===== config.mk =====
export PLATFORM = sky130hd
export DESIGN_NAME = rc4_phase_sequencer_flat
export DESIGN_NICKNAME = d
export VERILOG_FILES = /design/src/rtl/rc4_pkg.sv /design/src/rtl/rc4_phase_sequencer_if.sv /design/src/rtl/s_mem_port_mux.sv /design/src/rtl/rc4_phase_sequencer.sv /design/src/flat_wrapper.sv
export SDC_FILE = /design/constraint.sdc
export NUM_CORES = 1
export LEC_CHECK = 0
export ABC_CLOCK_PERIOD_IN_PS = 3800
export BUFFER_PORTS_ARGS = -buffer_cell sky130_fd_sc_hd__buf_2
export CAP_MARGIN = 20
export CELL_PAD_IN_SITES_DETAIL_PLACEMENT = 1
export CELL_PAD_IN_SITES_GLOBAL_PLACEMENT = 1
export CORE_ASPECT_RATIO = 0.7
export CORE_MARGIN = 1
export CORE_UTILIZATION = 28
export DETAILED_ROUTE_END_ITERATION = 10
export GPL_ROUTABILITY_DRIVEN = 0
export GPL_TIMING_DRIVEN = 1
export PLACE_DENSITY_LB_ADDON = 0.1
export SYNTH_ARGS = -nofsm -noshare
export SYNTH_HDL_FRONTEND = slang
export SYNTH_SLANG_ARGS = --single-unit

===== constraint.sdc =====
create_clock -name clk -period 3.8 [get_ports clk]
set_input_delay 0.57 -clock clk [delete_from_list [all_inputs] [get_ports clk]]
set_output_delay 0.57 -clock clk [all_outputs]
set_load 0.01 [all_outputs]

===== src/rtl/rc4_pkg.sv =====
// RC4 phase sequencer shared types: FSM state enum, phase codes, default widths.
// Latency: n/a (types and constants only).
// Backpressure: n/a.
package rc4_pkg;

    localparam int ADDR_W = 8;   // S-memory address width (256 entries)
    localparam int DATA_W = 8;   // S-memory data width
    localparam int KEY_W  = 24;  // secret key width

    typedef enum logic [3:0] {
        ST_IDLE,
        ST_INIT_GO,
        ST_INIT_WAIT,
        ST_SHUF_GO,
        ST_SHUF_WAIT,
        ST_DEC_GO,
        ST_DEC_WAIT,
        ST_NEXT_KEY,
        ST_DONE,
        ST_FAIL
    } seq_state_t;

    typedef logic [1:0] phase_t;

    localparam phase_t PH_IDLE = 2'd0;
    localparam phase_t PH_INIT = 2'd1;
    localparam phase_t PH_SHUF = 2'd2;
    localparam phase_t PH_DEC  = 2'd3;

endpackage


===== src/rtl/rc4_phase_sequencer_if.sv =====
// Control and S-memory port bundle between the sequencer and its environment.
// Latency: n/a (wires only).
// Backpressure: none; start/fin are single-cycle pulses, no ready path.
// Modports: master = sequencer (drives control outputs and the muxed S port),
//           slave  = environment (top-level controls and the three phase FSMs).
interface rc4_phase_sequencer_if
    import rc4_pkg::*;
#(
    parameter int P_ADDR_W = ADDR_W,
    parameter int P_DATA_W = DATA_W,
    parameter int P_KEY_W  = KEY_W
);
    logic                start;
    logic [P_KEY_W-1:0]  key_in;
    logic                busy;
    logic                done;
    logic                fail;
    phase_t              phase;
    logic [P_KEY_W-1:0]  key;
    logic                init_start, shuf_start, dec_start;
    logic                init_fin, shuf_fin, dec_fin;
    logic                dec_ok;
    logic [P_ADDR_W-1:0] init_addr, shuf_addr, dec_addr;
    logic [P_DATA_W-1:0] init_wdata, shuf_wdata, dec_wdata;
    logic                init_wren, shuf_wren, dec_wren;
    logic [P_ADDR_W-1:0] s_addr;
    logic [P_DATA_W-1:0] s_wdata;
    logic                s_wren;

    modport master (
        input  start, key_in, init_fin, shuf_fin, dec_fin, dec_ok,
        input  init_addr, shuf_addr, dec_addr,
        input  init_wdata, shuf_wdata, dec_wdata,
        input  init_wren, shuf_wren, dec_wren,
        output busy, done, fail, phase, key,
        output init_start, shuf_start, dec_start,
        output s_addr, s_wdata, s_wren
    );

    modport slave (
        output start, key_in, init_fin, shuf_fin, dec_fin, dec_ok,
        output init_addr, shuf_addr, dec_addr,
        output init_wdata, shuf_wdata, dec_wdata,
        output init_wren, shuf_wren, dec_wren,
        input  busy, done, fail, phase, key,
        input  init_start, shuf_start, dec_start,
        input  s_addr, s_wdata, s_wren
    );

endinterface


===== src/rtl/s_mem_port_mux.sv =====
// Selects the active phase's S-memory port; idle phase drives zeros.
// Latency: combinational, zero cycles.
// Backpressure: none.
// Ports: i_phase select, i_{init,shuf,dec}_{addr,wdata,wren} sources, o_s_{addr,wdata,wren}.
module s_mem_port_mux
    import rc4_pkg::*;
(
    input  phase_t            i_phase,
    input  logic [ADDR_W-1:0] i_init_addr,
    input  logic [DATA_W-1:0] i_init_wdata,
    input  logic              i_init_wren,
    input  logic [ADDR_W-1:0] i_shuf_addr,
    input  logic [DATA_W-1:0] i_shuf_wdata,
    input  logic              i_shuf_wren,
    input  logic [ADDR_W-1:0] i_dec_addr,
    input  logic [DATA_W-1:0] i_dec_wdata,
    input  logic              i_dec_wren,
    output logic [ADDR_W-1:0] o_s_addr,
    output logic [DATA_W-1:0] o_s_wdata,
    output logic              o_s_wren
);

    always_comb begin
        o_s_addr  = '0;
        o_s_wdata = '0;
        o_s_wren  = 1'b0;
        case (i_phase)
            PH_INIT: begin
                o_s_addr  = i_init_addr;
                o_s_wdata = i_init_wdata;
                o_s_wren  = i_init_wren;
            end
            PH_SHUF: begin
                o_s_addr  = i_shuf_addr;
                o_s_wdata = i_shuf_wdata;
                o_s_wren  = i_shuf_wren;
            end
            PH_DEC: begin
                o_s_addr  = i_dec_addr;
                o_s_wdata = i_dec_wdata;
                o_s_wren  = i_dec_wren;
            end
            default: ;
        endcase
    end

endmodule


===== src/rtl/rc4_phase_sequencer.sv =====
// Runs S-init, key shuffle and decrypt phase FSMs in order and owns the S-memory port.
// Latency: accepted start or fin at edge t -> next phase start pulse in cycle t+1.
// Backpressure: none; start is ignored while busy, stray fins are ignored.
// Ports: clk, reset (async, active high), bus (rc4_phase_sequencer_if.master).
// Build option: RC4_KEY_SEARCH_EN retries successive keys up to KEY_MAX until dec_ok.
module rc4_phase_sequencer
    import rc4_pkg::*;
#(
    parameter logic [KEY_W-1:0] KEY_MAX = 24'h3FFFFF
)(
    input  logic                  clk,
    input  logic                  reset,
    rc4_phase_sequencer_if.master bus
);

    seq_state_t       r_state;
    seq_state_t       w_next;
    logic [KEY_W-1:0] r_key;
    logic             w_accept;
    phase_t           w_phase;
    logic             w_busy;

    // Start is only honoured from the three resting states.
    assign w_accept = bus.start &&
                      (r_state == ST_IDLE || r_state == ST_DONE || r_state == ST_FAIL);

    always_ff @(posedge clk or posedge reset) begin
        if (reset) begin
            r_state <= ST_IDLE;
            r_key   <= '0;
        end else begin
            r_state <= w_next;
            if (w_accept) begin
                r_key <= bus.key_in;
            end
`ifdef RC4_KEY_SEARCH_EN
            else if (r_state == ST_NEXT_KEY) begin
                r_key <= r_key + KEY_W'(1);
            end
`endif
        end
    end

    always_comb begin
        w_next = r_state;
        case (r_state)
            ST_IDLE, ST_DONE, ST_FAIL: if (bus.start) w_next = ST_INIT_GO;
            ST_INIT_GO:   w_next = ST_INIT_WAIT;
            ST_INIT_WAIT: if (bus.init_fin) w_next = ST_SHUF_GO;
            ST_SHUF_GO:   w_next = ST_SHUF_WAIT;
            ST_SHUF_WAIT: if (bus.shuf_fin) w_next = ST_DEC_GO;
            ST_DEC_GO:    w_next = ST_DEC_WAIT;
            ST_DEC_WAIT: begin
                if (bus.dec_fin) begin
`ifdef RC4_KEY_SEARCH_EN
                    // KEY_MAX is checked before incrementing so the key never wraps.
                    if (bus.dec_ok)            w_next = ST_DONE;
                    else if (r_key == KEY_MAX) w_next = ST_FAIL;
                    else                       w_next = ST_NEXT_KEY;
`else
                    w_next = ST_DONE;
`endif
                end
            end
            ST_NEXT_KEY:  w_next = ST_INIT_GO;
            default:      w_next = ST_IDLE;
        endcase
    end

    // GO and WAIT of a phase share the phase code, so the memory port is
    // handed over in the GO cycle already.
    always_comb begin
        w_phase = PH_IDLE;
        case (r_state)
            ST_INIT_GO, ST_INIT_WAIT: w_phase = PH_INIT;
            ST_SHUF_GO, ST_SHUF_WAIT: w_phase = PH_SHUF;
            ST_DEC_GO,  ST_DEC_WAIT:  w_phase = PH_DEC;
            default:                  w_phase = PH_IDLE;
        endcase
    end

    assign w_busy = !(r_state == ST_IDLE || r_state == ST_DONE || r_state == ST_FAIL);

    assign bus.busy       = w_busy;
    assign bus.done       = (r_state == ST_DONE);
`ifdef RC4_KEY_SEARCH_EN
    assign bus.fail       = (r_state == ST_FAIL);
`else
    assign bus.fail       = 1'b0;
    // dec_ok and KEY_MAX only matter when key search is built in.
    logic w_unused;
    assign w_unused = bus.dec_ok ^ (^KEY_MAX);
`endif
    assign bus.phase      = w_phase;
    assign bus.key        = r_key;
    assign bus.init_start = (r_state == ST_INIT_GO);
    assign bus.shuf_start = (r_state == ST_SHUF_GO);
    assign bus.dec_start  = (r_state == ST_DEC_GO);

    s_mem_port_mux u_s_mem_port_mux (
        .i_phase      (w_phase),
        .i_init_addr  (bus.init_addr),
        .i_init_wdata (bus.init_wdata),
        .i_init_wren  (bus.init_wren),
        .i_shuf_addr  (bus.shuf_addr),
        .i_shuf_wdata (bus.shuf_wdata),
        .i_shuf_wren  (bus.shuf_wren),
        .i_dec_addr   (bus.dec_addr),
        .i_dec_wdata  (bus.dec_wdata),
        .i_dec_wren   (bus.dec_wren),
        .o_s_addr     (bus.s_addr),
        .o_s_wdata    (bus.s_wdata),
        .o_s_wren     (bus.s_wren)
    );

endmodule


===== src/flat_wrapper.sv =====
// flat-port wrapper written by rule: the top's interface ports become plain ports
module rc4_phase_sequencer_flat import rc4_pkg::*;
#(
    parameter logic [KEY_W-1:0] KEY_MAX = 24'h3FFFFF
)
  (clk, reset, bus_start, bus_key_in, bus_init_fin, bus_shuf_fin, bus_dec_fin, bus_dec_ok, bus_init_addr, bus_shuf_addr, bus_dec_addr, bus_init_wdata, bus_shuf_wdata, bus_dec_wdata, bus_init_wren, bus_shuf_wren, bus_dec_wren, bus_busy, bus_done, bus_fail, bus_phase, bus_key, bus_init_start, bus_shuf_start, bus_dec_start, bus_s_addr, bus_s_wdata, bus_s_wren);
  rc4_phase_sequencer_if bus_i ();
  input  logic clk;
  input  logic reset;
  input wire logic [$bits(bus_i.start)-1:0] bus_start;
  input wire logic [$bits(bus_i.key_in)-1:0] bus_key_in;
  input wire logic [$bits(bus_i.init_fin)-1:0] bus_init_fin;
  input wire logic [$bits(bus_i.shuf_fin)-1:0] bus_shuf_fin;
  input wire logic [$bits(bus_i.dec_fin)-1:0] bus_dec_fin;
  input wire logic [$bits(bus_i.dec_ok)-1:0] bus_dec_ok;
  input wire logic [$bits(bus_i.init_addr)-1:0] bus_init_addr;
  input wire logic [$bits(bus_i.shuf_addr)-1:0] bus_shuf_addr;
  input wire logic [$bits(bus_i.dec_addr)-1:0] bus_dec_addr;
  input wire logic [$bits(bus_i.init_wdata)-1:0] bus_init_wdata;
  input wire logic [$bits(bus_i.shuf_wdata)-1:0] bus_shuf_wdata;
  input wire logic [$bits(bus_i.dec_wdata)-1:0] bus_dec_wdata;
  input wire logic [$bits(bus_i.init_wren)-1:0] bus_init_wren;
  input wire logic [$bits(bus_i.shuf_wren)-1:0] bus_shuf_wren;
  input wire logic [$bits(bus_i.dec_wren)-1:0] bus_dec_wren;
  output wire logic [$bits(bus_i.busy)-1:0] bus_busy;
  output wire logic [$bits(bus_i.done)-1:0] bus_done;
  output wire logic [$bits(bus_i.fail)-1:0] bus_fail;
  output wire logic [$bits(bus_i.phase)-1:0] bus_phase;
  output wire logic [$bits(bus_i.key)-1:0] bus_key;
  output wire logic [$bits(bus_i.init_start)-1:0] bus_init_start;
  output wire logic [$bits(bus_i.shuf_start)-1:0] bus_shuf_start;
  output wire logic [$bits(bus_i.dec_start)-1:0] bus_dec_start;
  output wire logic [$bits(bus_i.s_addr)-1:0] bus_s_addr;
  output wire logic [$bits(bus_i.s_wdata)-1:0] bus_s_wdata;
  output wire logic [$bits(bus_i.s_wren)-1:0] bus_s_wren;
  assign bus_i.start = bus_start;
  assign bus_i.key_in = bus_key_in;
  assign bus_i.init_fin = bus_init_fin;
  assign bus_i.shuf_fin = bus_shuf_fin;
  assign bus_i.dec_fin = bus_dec_fin;
  assign bus_i.dec_ok = bus_dec_ok;
  assign bus_i.init_addr = bus_init_addr;
  assign bus_i.shuf_addr = bus_shuf_addr;
  assign bus_i.dec_addr = bus_dec_addr;
  assign bus_i.init_wdata = bus_init_wdata;
  assign bus_i.shuf_wdata = bus_shuf_wdata;
  assign bus_i.dec_wdata = bus_dec_wdata;
  assign bus_i.init_wren = bus_init_wren;
  assign bus_i.shuf_wren = bus_shuf_wren;
  assign bus_i.dec_wren = bus_dec_wren;
  assign bus_busy = bus_i.busy;
  assign bus_done = bus_i.done;
  assign bus_fail = bus_i.fail;
  assign bus_phase = bus_i.phase;
  assign bus_key = bus_i.key;
  assign bus_init_start = bus_i.init_start;
  assign bus_shuf_start = bus_i.shuf_start;
  assign bus_dec_start = bus_i.dec_start;
  assign bus_s_addr = bus_i.s_addr;
  assign bus_s_wdata = bus_i.s_wdata;
  assign bus_s_wren = bus_i.s_wren;
  rc4_phase_sequencer #(.KEY_MAX(KEY_MAX)) u_core (.clk(clk), .reset(reset), .bus(bus_i));
endmodule

==> flow_results.org <==
** Worst setup path
- The critical path goes through or2_2 -> o21ai_4 -> a222oi_1 -> inv_1 -> buf_2.
- Worst Reg-to-Reg Cells :: 4
- R2r setup slk :: 2.19 ns
- For the worst setup path, the data arrival time is 2.06 ns.
- Sum of buffers and inverters on the critical path :: 2
- The worst setup path is captured at an output port.
- Start point of the critical path :: u_core.r_state[3]$_DFFE_PP0P_
- STA puts the critical path data required time at 3.23 ns.
- For this run, the slowest stage of the critical path takes 0.54 ns.
- The slowest stage of the critical path is the sky130_fd_sc_hd__dfrtp_1 cell.
- In this design, the largest share of critical-path delay is due to compound AO/OA/AOI/OAI gates.
- The endpoint identified for the worst register-to-register timing path is u_core.bus.key[12]$_DFFE_PP0P_.
- STA classifies the critical path startpoint as a flip-flop.
- Of all nets on the critical path, the largest fanout is 17.
- In this run the critical register-to-register path is launched from u_core.r_state[2]$_DFFE_PP0P_.
- Setup CP Type :: reg -> out

** Timing
- After routing, the total negative slack on setup checks comes to 0 ns.
- Minimum hold slack :: 0.3835 ns
- The number of hold-slack violations in the final timing report came to 0.
- Max Freq :: 380.7 MHz
- Setup repair after global routing missed its margin :: false
- In the finished design, the share of the clock period the worst path needs comes to 69.12%.
- Between clock sinks in the finished design, the worst skew comes to 0.001852 ns.
- Counting I/O delays and the setup requirement, the final critical path takes 2.627 ns.
- For the pin with the worst max-slew slack, the measured transition is 0.6799 ns.
- Headroom to the max-slew limit came out at 54.62%.
- # setup viols final :: 0
- The final number of max-transition violations is 0.

** Finish
- Of the cells placed in the final design, the portion with a size suffix greater than 1 is 62.74%.
- Area added between synthesis and finish :: 50.41%
- After routing the design area is 2303 sq um.
- The layout has 667 filler cells.
- Diode count :: 0
- Once layout is complete, the utilization of the core stands at 43.81%.
- Total Nets Final :: 346
- Leaving out filler cells and counting taps, the final layout contains 335.

** Floorplanning
- Die Ht :: 63.88 microns
- For this configuration, the core starts out at a cell density of 29.13%.
- Boundary pin count :: 131
- # rows :: 22
- The die covers 5774 sq um.
- The die is 90.40 microns wide.
- The region available for standard cell placement spans 5258 sq um.

** GRT
- The number of global-route vias before repair is 1,484.
- In the global route stage, overall resource usage came out at 16.91%.
- Largest net degree at the start of global routing :: 25
- First-pass GRT wire length :: 7824 microns
- After global routing the overflow that remains totals 0.
- The initial antenna violation count was 0.

** Place
- Number of placed instances, taps included :: 331
- Once detailed placement completed, the half-perimeter wirelength came to 3888 microns.
- Port buffering added 128 buffers.
- Once placement finished, the instance area stood at 2232 sq um.

** Clock tree
- TritonCTS built the clock tree.
- CTS sink count :: 28
- For this design, the CTS-stage hold fixing added 0 buffers.
- Clock tree buffer depth :: 2
- Count of cells resized by post-cts repair :: 0
- The tree is rooted in a sky130_fd_sc_hd__clkbuf_8.
- In this run the number of H-tree levels came out at 1.
- After clock tree synthesis, the setup repair step added 0 buffers.
- Clock-pin slew on the worst setup and hold paths :: 0.09 ns
- The number of clock buffers added by TritonCTS is 3.
- Clock latency on the worst-skew pair :: 0.27 ns

** Outcome
- Result of the run :: completed

** Synthesis
- Synthesized flop and latch total :: 28
- Most frequent cell after synthesis :: sky130_fd_sc_hd__dfrtp_1
- Largest cells by area after synthesis :: sky130_fd_sc_hd__dfrtp_1 (46%), sky130_fd_sc_hd__mux2_2 (18%), sky130_fd_sc_hd__a222oi_1 (11%)
- Of all flip-flops after synthesis, the portion carrying an async set or reset was 100.0%.
- The commonest cells after synthesis are sky130_fd_sc_hd__dfrtp_1 (28), sky130_fd_sc_hd__mux2_2 (24), sky130_fd_sc_hd__inv_1 (19).
- Number of warnings printed during yosys synthesis :: 0
- Most frequently used flop master after synthesis :: sky130_fd_sc_hd__dfrtp_1
- Cell variety after synth :: 32
- EDFF count, synth :: 0
- By area, the combinational part of the netlist is dominated by multiplexers.
- sky130_fd_sc_hd__dfrtp_1 takes more of the synthesized area than any other cell.
- Of the total synthesized cell area, the portion taken by XOR and XNOR cells is 1.144%.
- Cell Area, Synth :: 1531 sq um
- Arithmetic-cell share of the synthesized area counting full adders, half adders and majority gates :: 0%
- Multiplexer share of the synthesized area :: 17.65%
- Of the synthesized area, sequential elements account for 45.75%.
- The number of nets handed over by synthesis was 219.
- In the synthesized netlist, the number of instances is 137.
- Post-synthesis area per instance :: 11.18 sq um
- Compound-Gate Fraction of Synth Area :: 16.67%
- After Yosys synthesis, and, or, nand and nor cells account for 8.660% of the synthesized area.
- After synthesis, the largest area contributor takes up 45.75% of total cell area.

** Drt
- Final WL :: 4916 microns
- The routed layout has 1,573 vias.
- Mean number of vias per cell :: 4.696
- First drt pass iteration count :: 5
- DR iter-0 viols :: 130
- Mean routed wirelength per cell :: 14.67 microns
- In this run the remaining antenna-violating nets after routing total 0.
- Number of remaining DRC errors :: 0

** Power
- Across the VDD grid, the largest voltage drop is 0.2969 mV.
- Static leakage :: 1.282 nW
- Dividing total power by cell area gives a power density of 875.5 nW/um^2.

** Flow run
- The tool flagged a number of max-cap violations equal to 0.

** Worst hold path
- Class of the most critical hold timing path :: in -> async
[sequential cells by signal, indices dropped and copies added, names as in the netlist]
register and count:
u_core.bus.key 24, u_core.r_state 4
[cells in the final DEF, fill, tap and decap left out, drive strengths merged, types with 2 or more instances in the layout]
cell	instances
mux2	24
nand2b	3
dfrtp	28
buf	132
inv	19
clkbuf	3
a222oi	17
a21oi	2
nor2	10
nand2	4
o21ai	4
[cell type report]
class / instances / area (sq um) / share of cell area [%]
Clock inverter: 1 / 30.03 / 1.304
Sequential cell: 28 / 700.7 / 30.42
Clock buffer: 3 / 41.29 / 1.793
Inverter: 19 / 71.32 / 3.096
Multi-Input combinational cell: 80 / 679.4 / 29.49
Tap cell: 72 / 90.09 / 3.911
Timing Repair Buffer: 132 / 690.7 / 29.98
[power breakdown]
group          switching, W  leakage (nW)  internal, W
registers          0.000106         0.335     0.000446
logic              0.000645         0.911     0.000586
clock network     0.0000914        0.0357     0.000141
[stage by stage]
stage | power (W) | setup slack (ns)
after floorplan | 0.001351 | 1.770
after global placement | 0.001777 | 1.485
after detailed placement | 0.001802 | 1.495
after CTS | 0.002037 | 1.175
after global routing | 0.002179 | 1.017
final | 0.002017 | 1.173
[metal layers]
layer | global-route usage, % | part of all wire (%)
met5 | 0 | 0
met4 | 2.419 | 0.39
met3 | 3.810 | 6.9
met2 | 26.53 | 45
met1 | 24.23 | 48
[kinds of logic after synthesis]
| kind of cell | after synthesis |
|---|---|
| buffers and inverters | 29 |
| AOI/OAI and AO/OA | 28 |
| DFF | 28 |
| and+or+nand+nor | 25 |
| muxes | 24 |
| xor gates and xnor gates | 2 |
| other | 1 |
[worst max-delay path by stage]
stage,to,depth (start not counted)
2_1_floorplan,bus_s_addr[0],6
3_3_place_gp,bus_s_wren,5
3_5_place_dp,bus_s_wdata[1],5
4_1_cts,bus_s_wdata[1],5
5_1_grt,bus_s_addr[6],5
6_report,bus_s_wdata[1],5
Power figures use the tool's default switching activity.
